===== src/rtl/ccff_chain_loader.sv =====
// Serial loader for a ccff configuration chain: accepts bitstream words and shifts exactly CHAIN_LEN
// bits LSB first onto ccff_head. Optional parity recirculation check via CCFF_LOADER_VERIFY_EN.
module ccff_chain_loader #(
    parameter int unsigned CHAIN_LEN = 4,
    parameter int unsigned WORD_W    = 8,
    parameter int unsigned CNT_W     = 16
) (
    input  logic              prog_clk,
    input  logic              pReset,
    input  logic              start,
    input  logic              abort,
    input  logic [WORD_W-1:0] cfg_data,
    input  logic              cfg_valid,
    output logic              cfg_ready,
    output logic              ccff_head,
    output logic              ccff_shift_en,
    input  logic              ccff_tail,
    output logic              busy,
    output logic              done,
    output logic              err
);
    localparam int unsigned      BW    = $clog2(WORD_W + 1);
    localparam logic [CNT_W-1:0] LenC  = CNT_W'(CHAIN_LEN);
    localparam logic [CNT_W-1:0] LastC = CNT_W'(CHAIN_LEN - 1);
    localparam logic [CNT_W-1:0] WordC = CNT_W'(WORD_W);

    typedef enum logic [1:0] {StIdle, StLoad, StVerify, StDone} state_t;

    state_t            state_q;
    logic [WORD_W-1:0] buf_q;
    logic [BW-1:0]     buf_cnt_q;
    logic [CNT_W-1:0]  accepted_q;
    logic [CNT_W-1:0]  sent_q;

    logic              buf_full;
    logic              last_bit;
    logic              shifting;
    logic              handshake;
    logic [CNT_W-1:0]  remaining;
    logic [BW-1:0]     take;

    always_comb begin
        buf_full  = (buf_cnt_q != '0);
        last_bit  = (buf_cnt_q == BW'(1));
        shifting  = (state_q == StLoad) && buf_full;
        // Refill while the last buffered bit is leaving so words stream without a bubble
        cfg_ready = (state_q == StLoad) && (accepted_q < LenC) && (!buf_full || last_bit);
        handshake = cfg_valid && cfg_ready;
        remaining = LenC - accepted_q;
        take      = (remaining >= WordC) ? BW'(WORD_W) : remaining[BW-1:0];
        ccff_shift_en = shifting;
        ccff_head     = shifting & buf_q[0];
`ifdef CCFF_LOADER_VERIFY_EN
        if (state_q == StVerify) begin
            ccff_shift_en = 1'b1;
            ccff_head     = ccff_tail;
        end
`endif
    end

`ifdef CCFF_LOADER_VERIFY_EN
    logic parity_q;
`else
    logic unused_tail;
    assign unused_tail = ccff_tail;
    assign err         = 1'b0;
`endif

    always_ff @(posedge prog_clk or negedge pReset) begin
        if (!pReset) begin
            state_q    <= StIdle;
            buf_q      <= '0;
            buf_cnt_q  <= '0;
            accepted_q <= '0;
            sent_q     <= '0;
            busy       <= 1'b0;
            done       <= 1'b0;
`ifdef CCFF_LOADER_VERIFY_EN
            parity_q   <= 1'b0;
            err        <= 1'b0;
`endif
        end else if (abort) begin
            state_q   <= StIdle;
            buf_cnt_q <= '0;
            busy      <= 1'b0;
            done      <= 1'b0;
        end else begin
            done <= 1'b0;
            unique case (state_q)
                StIdle: begin
                    if (start) begin
                        state_q    <= StLoad;
                        busy       <= 1'b1;
                        buf_cnt_q  <= '0;
                        accepted_q <= '0;
                        sent_q     <= '0;
`ifdef CCFF_LOADER_VERIFY_EN
                        parity_q   <= 1'b0;
                        err        <= 1'b0;
`endif
                    end
                end
                StLoad: begin
                    if (shifting) begin
                        buf_q     <= buf_q >> 1;
                        buf_cnt_q <= buf_cnt_q - BW'(1);
                        sent_q    <= sent_q + CNT_W'(1);
`ifdef CCFF_LOADER_VERIFY_EN
                        parity_q  <= parity_q ^ buf_q[0];
`endif
                    end
                    if (handshake) begin
                        buf_q      <= cfg_data;
                        buf_cnt_q  <= take;
                        accepted_q <= accepted_q + CNT_W'(take);
                    end
                    if (shifting && (sent_q == LastC)) begin
`ifdef CCFF_LOADER_VERIFY_EN
                        state_q <= StVerify;
                        sent_q  <= '0;
`else
                        state_q <= StDone;
                        busy    <= 1'b0;
                        done    <= 1'b1;
`endif
                    end
                end
`ifdef CCFF_LOADER_VERIFY_EN
                StVerify: begin
                    // Recirculate tail to head; the chain ends holding what was loaded
                    parity_q <= parity_q ^ ccff_tail;
                    sent_q   <= sent_q + CNT_W'(1);
                    if (sent_q == LastC) begin
                        if (parity_q ^ ccff_tail) begin
                            err <= 1'b1;
                        end
                        state_q <= StDone;
                        busy    <= 1'b0;
                        done    <= 1'b1;
                    end
                end
`endif
                StDone: begin
                    state_q <= StIdle;
                end
                default: begin
                    state_q <= StIdle;
                end
            endcase
        end
    end

endmodule


===== config.mk =====
export PLATFORM = sky130hd
export DESIGN_NAME = ccff_chain_loader
export DESIGN_NICKNAME = d
export VERILOG_FILES = /design/src/rtl/ccff_chain_loader.sv
export SDC_FILE = /design/constraint.sdc
export NUM_CORES = 1
export LEC_CHECK = 0
export ABC_AREA = 1
export BUFFER_PORTS_ARGS = -buffer_cell sky130_fd_sc_hd__buf_4
export CORE_MARGIN = 5
export CORE_UTILIZATION = 55
export CTS_CLUSTER_DIAMETER = 60
export DETAILED_ROUTE_END_ITERATION = 8
export PLACE_DENSITY = 0.76
export SLEW_MARGIN = 20
export SYNTH_ARGS = -nofsm -noshare
export SYNTH_HDL_FRONTEND = slang
export SYNTH_SLANG_ARGS = --single-unit

===== constraint.sdc =====
create_clock -name prog_clk -period 2.8 [get_ports prog_clk]
set_clock_uncertainty 0.2 [all_clocks]
set_input_delay 0.28 -clock prog_clk [delete_from_list [all_inputs] [get_ports prog_clk]]
set_output_delay 0.28 -clock prog_clk [all_outputs]
set_load 0.005 [all_outputs]

=== Yosys cells after proc, flatten, opt, wreduce, memory -nomap -nowiden ===
Cells that the tools add are included.

* Add/subtract/negate cells: 4
* Multipliers: 0
* Divide/modulo/power cells: 0
* $lt $le $gt $ge: 2
* Equality and inequality tests: 9
* Shift-type cells: 0
* Mux-type cells: 24
* Bitwise logic cells: 2
* Reduce and logical (&&, ||, !) cells: 18

{| class="wikitable"
|+ Operator list
! operator !! count
|-
| 16-bit one-hot mux with 2 select lines || 2
|-
| 16-bit 2-to-1 mux || 3
|-
| 4-bit 2-to-1 mux || 5
|-
| 16-bit by 1-bit adder with 16-bit output, second input constant || 1
|-
| 16-bit by 4-bit adder with 16-bit output || 1
|-
| 16-bit by 2-bit equality test with 1-bit output, second input constant || 1
|-
| 16-bit by 4-bit >= comparator with 1-bit output, second input constant || 1
|-
| 16-bit by 3-bit < comparator with 1-bit output, second input constant || 1
|-
| 8-bit 2-to-1 mux || 2
|-
| 3-bit by 16-bit subtractor with 16-bit output, first input constant || 1
|-
| 3-bit AND reduction || 3
|-
| 4-bit one-hot mux with 2 select lines || 1
|-
| 4-bit AND reduction || 2
|-
| 1-bit 2-to-1 mux || 6
|-
| 2-bit 2-to-1 mux || 3
|-
| 2-bit inequality test, second input constant || 3
|-
| 1-bit logical AND || 5
|-
| 4-bit by 1-bit equality test with 1-bit output, second input constant || 1
|-
| 4-bit inequality test, second input constant || 1
|-
| 2-bit one-hot mux with 2 select lines || 1
|-
| 2-bit nonzero test || 2
|-
| 4-bit nonzero test || 1
|-
| 4-bit by 1-bit subtractor with 4-bit output, second input constant || 1
|-
| 3-bit by 2-bit inequality test with 1-bit output, second input constant || 1
|-
| 10 further kinds || 10
|}

* Register bits after elaboration: 48
* Latch bits: 0
* Bits in writable memories: 0
* Memory bits (read-only): 0
* Output and inout bits: 6
* Logic and storage cells: 66
* Memories: 0

=== Logic depth before layout (Yosys ltp) ===
* Word-level depth: 8
* Depth in mapped cells: 21
* Depth with buffers taken out: 21

=== Worst setup path before layout ===
OpenSTA, ideal clock, no wires.

* Path kind: flip-flop to flip-flop
* From: reg accepted_q[1]
* To: reg accepted_q[2]
* Arrival: 2.404 ns
* Required time: 2.474 ns
* Slack: 0.070 ns
* Stages on the path, launching flop included: 18
* Buffers on the path: 0
* Clock period less this slack: 2.730 ns
* Cell sequence: dfrtp_1 > inv_1 > ha_1 > inv_1 > nand2_2 > nand2_1 > nor2_2 > nand4_1 > nand2_1 > nand3_1 > nor2_2 > nand2_1 > nor2_2 > inv_1 > fa_1 > xnor2_1 > nand3_1 > o21ai_0

* Longest elaborated chain between the ends: 6
* Elaborated cells on any way between the ends: 12
* Classes of those cells: 2 x add/sub; 2 x order compare; 1 x eq/ne; 3 x mux; 4 x reduce/logical

{| class="wikitable"
|+ RTL lines
! element !! line !! source
|-
| from (decl) || 32 || <nowiki>logic [CNT_W-1:0] accepted_q;</nowiki>
|-
| from (signal assigned) || 115 || <nowiki>accepted_q <= accepted_q + CNT_W'(take);</nowiki>
|-
| 3-bit by 16-bit subtractor with 16-bit output or 16-bit by 3-bit < comparator with 1-bit output (tied branches) || 49, 47 ||
|-
| 16-bit by 4-bit >= comparator with 1-bit output or 1-bit logical AND (tied branches) || 50, 47 ||
|-
| 4-bit 2-to-1 mux or 1-bit logical AND (tied branches) || 50, 47 ||
|-
| 16-bit by 4-bit adder with 16-bit output or 1-bit logical AND (tied branches) || 115, 48 ||
|-
| 16-bit 2-to-1 mux or 2-bit inequality test (tied branches) || -- ||
|-
| 16-bit one-hot mux with 2 select lines or 4-bit AND reduction (tied branches) || -- ||
|}

Several ways; a longest one is shown, not always the timed one. The select of a mux whose other input is x is not followed.
A chain may end at the register's enable or synchronous reset.

=== Final worst setup path ===
* From: reg accepted_q[1]
* To: reg accepted_q[3]

The elaborated chain is that of the path after synthesis.

==> results.yml <==
outcome:
  status: "finished, final reports clean"
synth:
  yosysWarnings: 0
  synth_cell_type_count: 39
  synth_cells: 404
  yosys-mux-area-fraction_pct: 0
  synth_top_family_by_area: "simple AND/OR/NAND/NOR gates"
  synthAdderAreaFrac_pct: 4.04
  yosys.area_share.simple_pct: 35.4
  synth-xor-area-share_pct: 2.65
  synth_compound_area_share_pct: 9.14
  yosysSeqAreaShare_pct: 40.4
  synth_area_sq_um: 2970
  synth_nets: 427
  synth_seq_cells: 48
  syn_avg_cell_area_sq_um: 7.35
sta:
  setup_viol: 0
  maxSlewHeadroom_pct: 59.8
  rsz0062_at_grt: "yes"
  slew_viol_final: 0
  fin_crit_ns: 2.74
  worst_slew_pin_slew_ns: 0.602
  hold_violations: 0
  fmax_ghz: 0.364
  finalCritPeriodShare_pct: 98.0
grt:
  grt_pass1_vias: 2558
  grt_pass1_wl_um: 11200
  overflow: 0
  antenna_found_initial: 0
  grtUsageTotal_pct: 19.3
  grt_max_degree: 49
worst_setup_path:
  slowest_delay_ns: 0.40
  path_cells: "inv_2 -> ha_4 -> inv_2 -> buf_6 -> a21oi_2 -> nand2_1 -> nand2_1 -> nand2_1 -> nor2_1 -> nand3_1 -> nor2_2 -> nand2_4 -> a21oi_4 -> ha_4 -> nand2_1 -> inv_1 -> nand4_1 -> nand2_1 -> o21bai_1 -> nand2_1"
  cp.required_ns: 2.80
  cp_slowest_cell: "dfrtp_1"
  start_kind: "register"
  crit_arrival_ns: 2.75
  setup.worst_path.class: "register to register"
  end_kind: "register"
  worst_path_most_repeated_cell: "nand2_1"
  crit_path_max_fanout: 4
placed_design:
  post-dp-hpwl_um: 4840
  port-buffer-count: 17
  placed_cell_area_sq_um: 3280
  dp.cells: 503
  place_congestion: 0.891
clock_network:
  clock_sinks: 48
  cts.clk_slew.worst_paths_ns: 0.10
  cts_tree: "done"
  htree_levels: 2
  clk_latency_ns: 0.30
  cts_buffers: 5
  root_buffer: "clkbuf_8"
  clock_path_buffers: 2
finish:
  layout_commonest_cell: "nand2_1"
  drive_gt1_share_pct: 20.9
  diodes: 0
  fin_nets: 472
  area_delta_synth_final_pct: 20.2
  final_cell_mix: "nand2_1 (105), nor2_1 (50), dfrtp_1 (48)"
  utilization_pct: 69.0
  final_cells: 520
  postLayoutCellArea_sq_um: 3570
pwr:
  seqPwrFrac_pct: 32.5
  switching_share_pct: 40.7
  power.leakage_nw: 1.84
  switchingPower_mw: 1.12
  combPwrFrac_pct: 51.6
  clock_power_share_pct: 15.8
  pwr_density_cell_nw_per_um2: 768
  ir_drop_mv: 0.479
  p_int_mw: 1.63
flow_run:
  maxCapViolations: 0
worst_hold_path:
  min_path_type: "primary input to register"
die:
  fp.dieH_um: 83.5
  rows: 26
  core_area_sq_um: 5170
  initial_core_util_pct: 57.4
  pin_count: 20
  dieArea_sq_um: 6970
  fp.dieW_um: 83.5
detailed_routing:
  drc_errors: 0
  wl_per_cell_um: 13.2
  viasPerCell: 5.33
  drt-initial-drc-count: 84
  routed_wirelength_um: 6870
  first_pass_iters: 4
  antenna_left: 0
  via_count: 2770
==> critical path, delay by kind of cell (launching register included) <==
kind / cells / cell delay, ns
flip-flops: 1 / 0.40
adder cells (fa/ha/maj): 2 / 0.39
buffers and inverters: 4 / 0.27
AND/OR/NAND/NOR: 11 / 0.94
AO/OA/AOI/OAI: 3 / 0.44
==> layout make-up <==
cell class	instances	area, sq um
tap	70	87.6
clock buffer	7	86.3
timing repair buffer	43	338
inverter	56	211
multi-input combinational	295	1640
fill	413	1600
sequential	48	1200
clock inverter	1	7.51
==> cell families after synthesis <==
logic type / count (synthesis)
other: 1
AND/OR/NAND/NOR: 232
buffers and inverters: 61
XOR/XNOR: 9
adder cells (fa/ha/maj): 9
AO/OA/AOI/OAI: 44
flip-flops: 48
==> synth_stat cells <==
cell | instances | share of area (%)
nand2_1 | 108 | 14
inv_1 | 51 | 6.4
nor2_1 | 51 | 6.4
dfrtp_1 | 48 | 40
nand3_1 | 29 | 4.9
a21oi_1 | 11 | 1.9
o21ai_0 | 11 | 1.9
nand4_1 | 10 | 2.1
ha_1 | 8 | 3.4
nor4_1 | 8 | 1.7
a31oi_1 | 7 | 1.5
nor2_2 | 7 | 1.5
o31ai_1 | 6 | 1.5
nor3_2 | 5 | 1.7
xor2_1 | 5 | 1.5
inv_2 | 4 | 0.51
nor3_1 | 4 | 0.67
xnor2_1 | 4 | 1.2
nand2_2 | 3 | 0.63
o21ai_2 | 3 | 0.88
clkbuf_1 | 2 | 0.25
nor2_4 | 2 | 0.76
a21oi_2 | 1 | 0.29
a32o_1 | 1 | 0.34
and2_1 | 1 | 0.21
and3_1 | 1 | 0.21
buf_2 | 1 | 0.17
buf_4 | 1 | 0.25
buf_6 | 1 | 0.38
clkinv_2 | 1 | 0.17
conb_1 | 1 | 0.13
fa_1 | 1 | 0.67
nand3_2 | 1 | 0.34
nand3b_1 | 1 | 0.25
nor4_2 | 1 | 0.42
o2111ai_1 | 1 | 0.29
o21ai_1 | 1 | 0.17
o21bai_1 | 1 | 0.25
o22ai_1 | 1 | 0.21
==> repair_timing <==
action / 4_1_cts / 5_1_grt
gates resized for setup: 10 / 19
endpoints found under the setup margin: 2 / 4
endpoints found under the hold margin: 51 / 0
hold buffers: 3 / 0
pin swaps: 4 / 14
setup buffers: 3 / 4
==> routing by layer <==
metal,up-vias,share of wire (%),track usage [%]
met5,-,0,0
met4,0,1.8,8.04
met3,12,3.4,3.36
met2,56,51,32.4
met1,1306,44,24.6
li1,1396,-,-
==> final timing paths <==
path	end	start	cells past startpoint	slack, ns
worst min-delay path	buf_q[0]	cfg_data[0]	3	0.03
worst max register to register	accepted_q[3]	accepted_q[1]	20	0.06
worst max-delay path	accepted_q[3]	accepted_q[1]	20	0.06
worst min register to register	buf_q[7]	buf_q[7]	2	0.29
min in group asynchronous	accepted_q[6]	pReset	2	0.33
max in group asynchronous	sent_q[2]	pReset	2	1.66
==> through the flow <==
| step | hold slack (ns) | total power [mW] | setup slack (ns) | TNS (ns) |
|---|---|---|---|---|
| global route | 0.0420 | 2.95 | -0.0919 | -0.196 |
| detailed placement | 0.135 | 1.99 | -0.0318 | -0.0600 |
| global placement | 0.136 | 1.94 | 0.00446 | 0 |
| CTS | 0.0301 | 2.52 | 0.00139 | 0 |
| floorplan | -0.216 | 1.65 | 0.0704 | 0 |
| finish | 0.0340 | 2.74 | 0.0560 | 0 |
==> registers in the layout, indices dropped and copies added, names as in the netlist <==
register,cells
state_q,2
sent_q,16
buf_q,8
buf_cnt_q,4
done,1
accepted_q,16
busy,1
==> power groups by stage <==
| stage | Sequential, mW | Clock (mW) | Combinational, mW |
|---|---|---|---|
| after floorplan | 0.879 | 0 | 0.767 |
| after global placement | 0.892 | 0 | 1.05 |
| after detailed placement | 0.898 | 0 | 1.09 |
| after CTS | 0.888 | 0.450 | 1.19 |
| after global routing | 0.911 | 0.477 | 1.56 |
| final | 0.892 | 0.433 | 1.42 |
No activity file was read; power rests on OpenSTA's default activity.
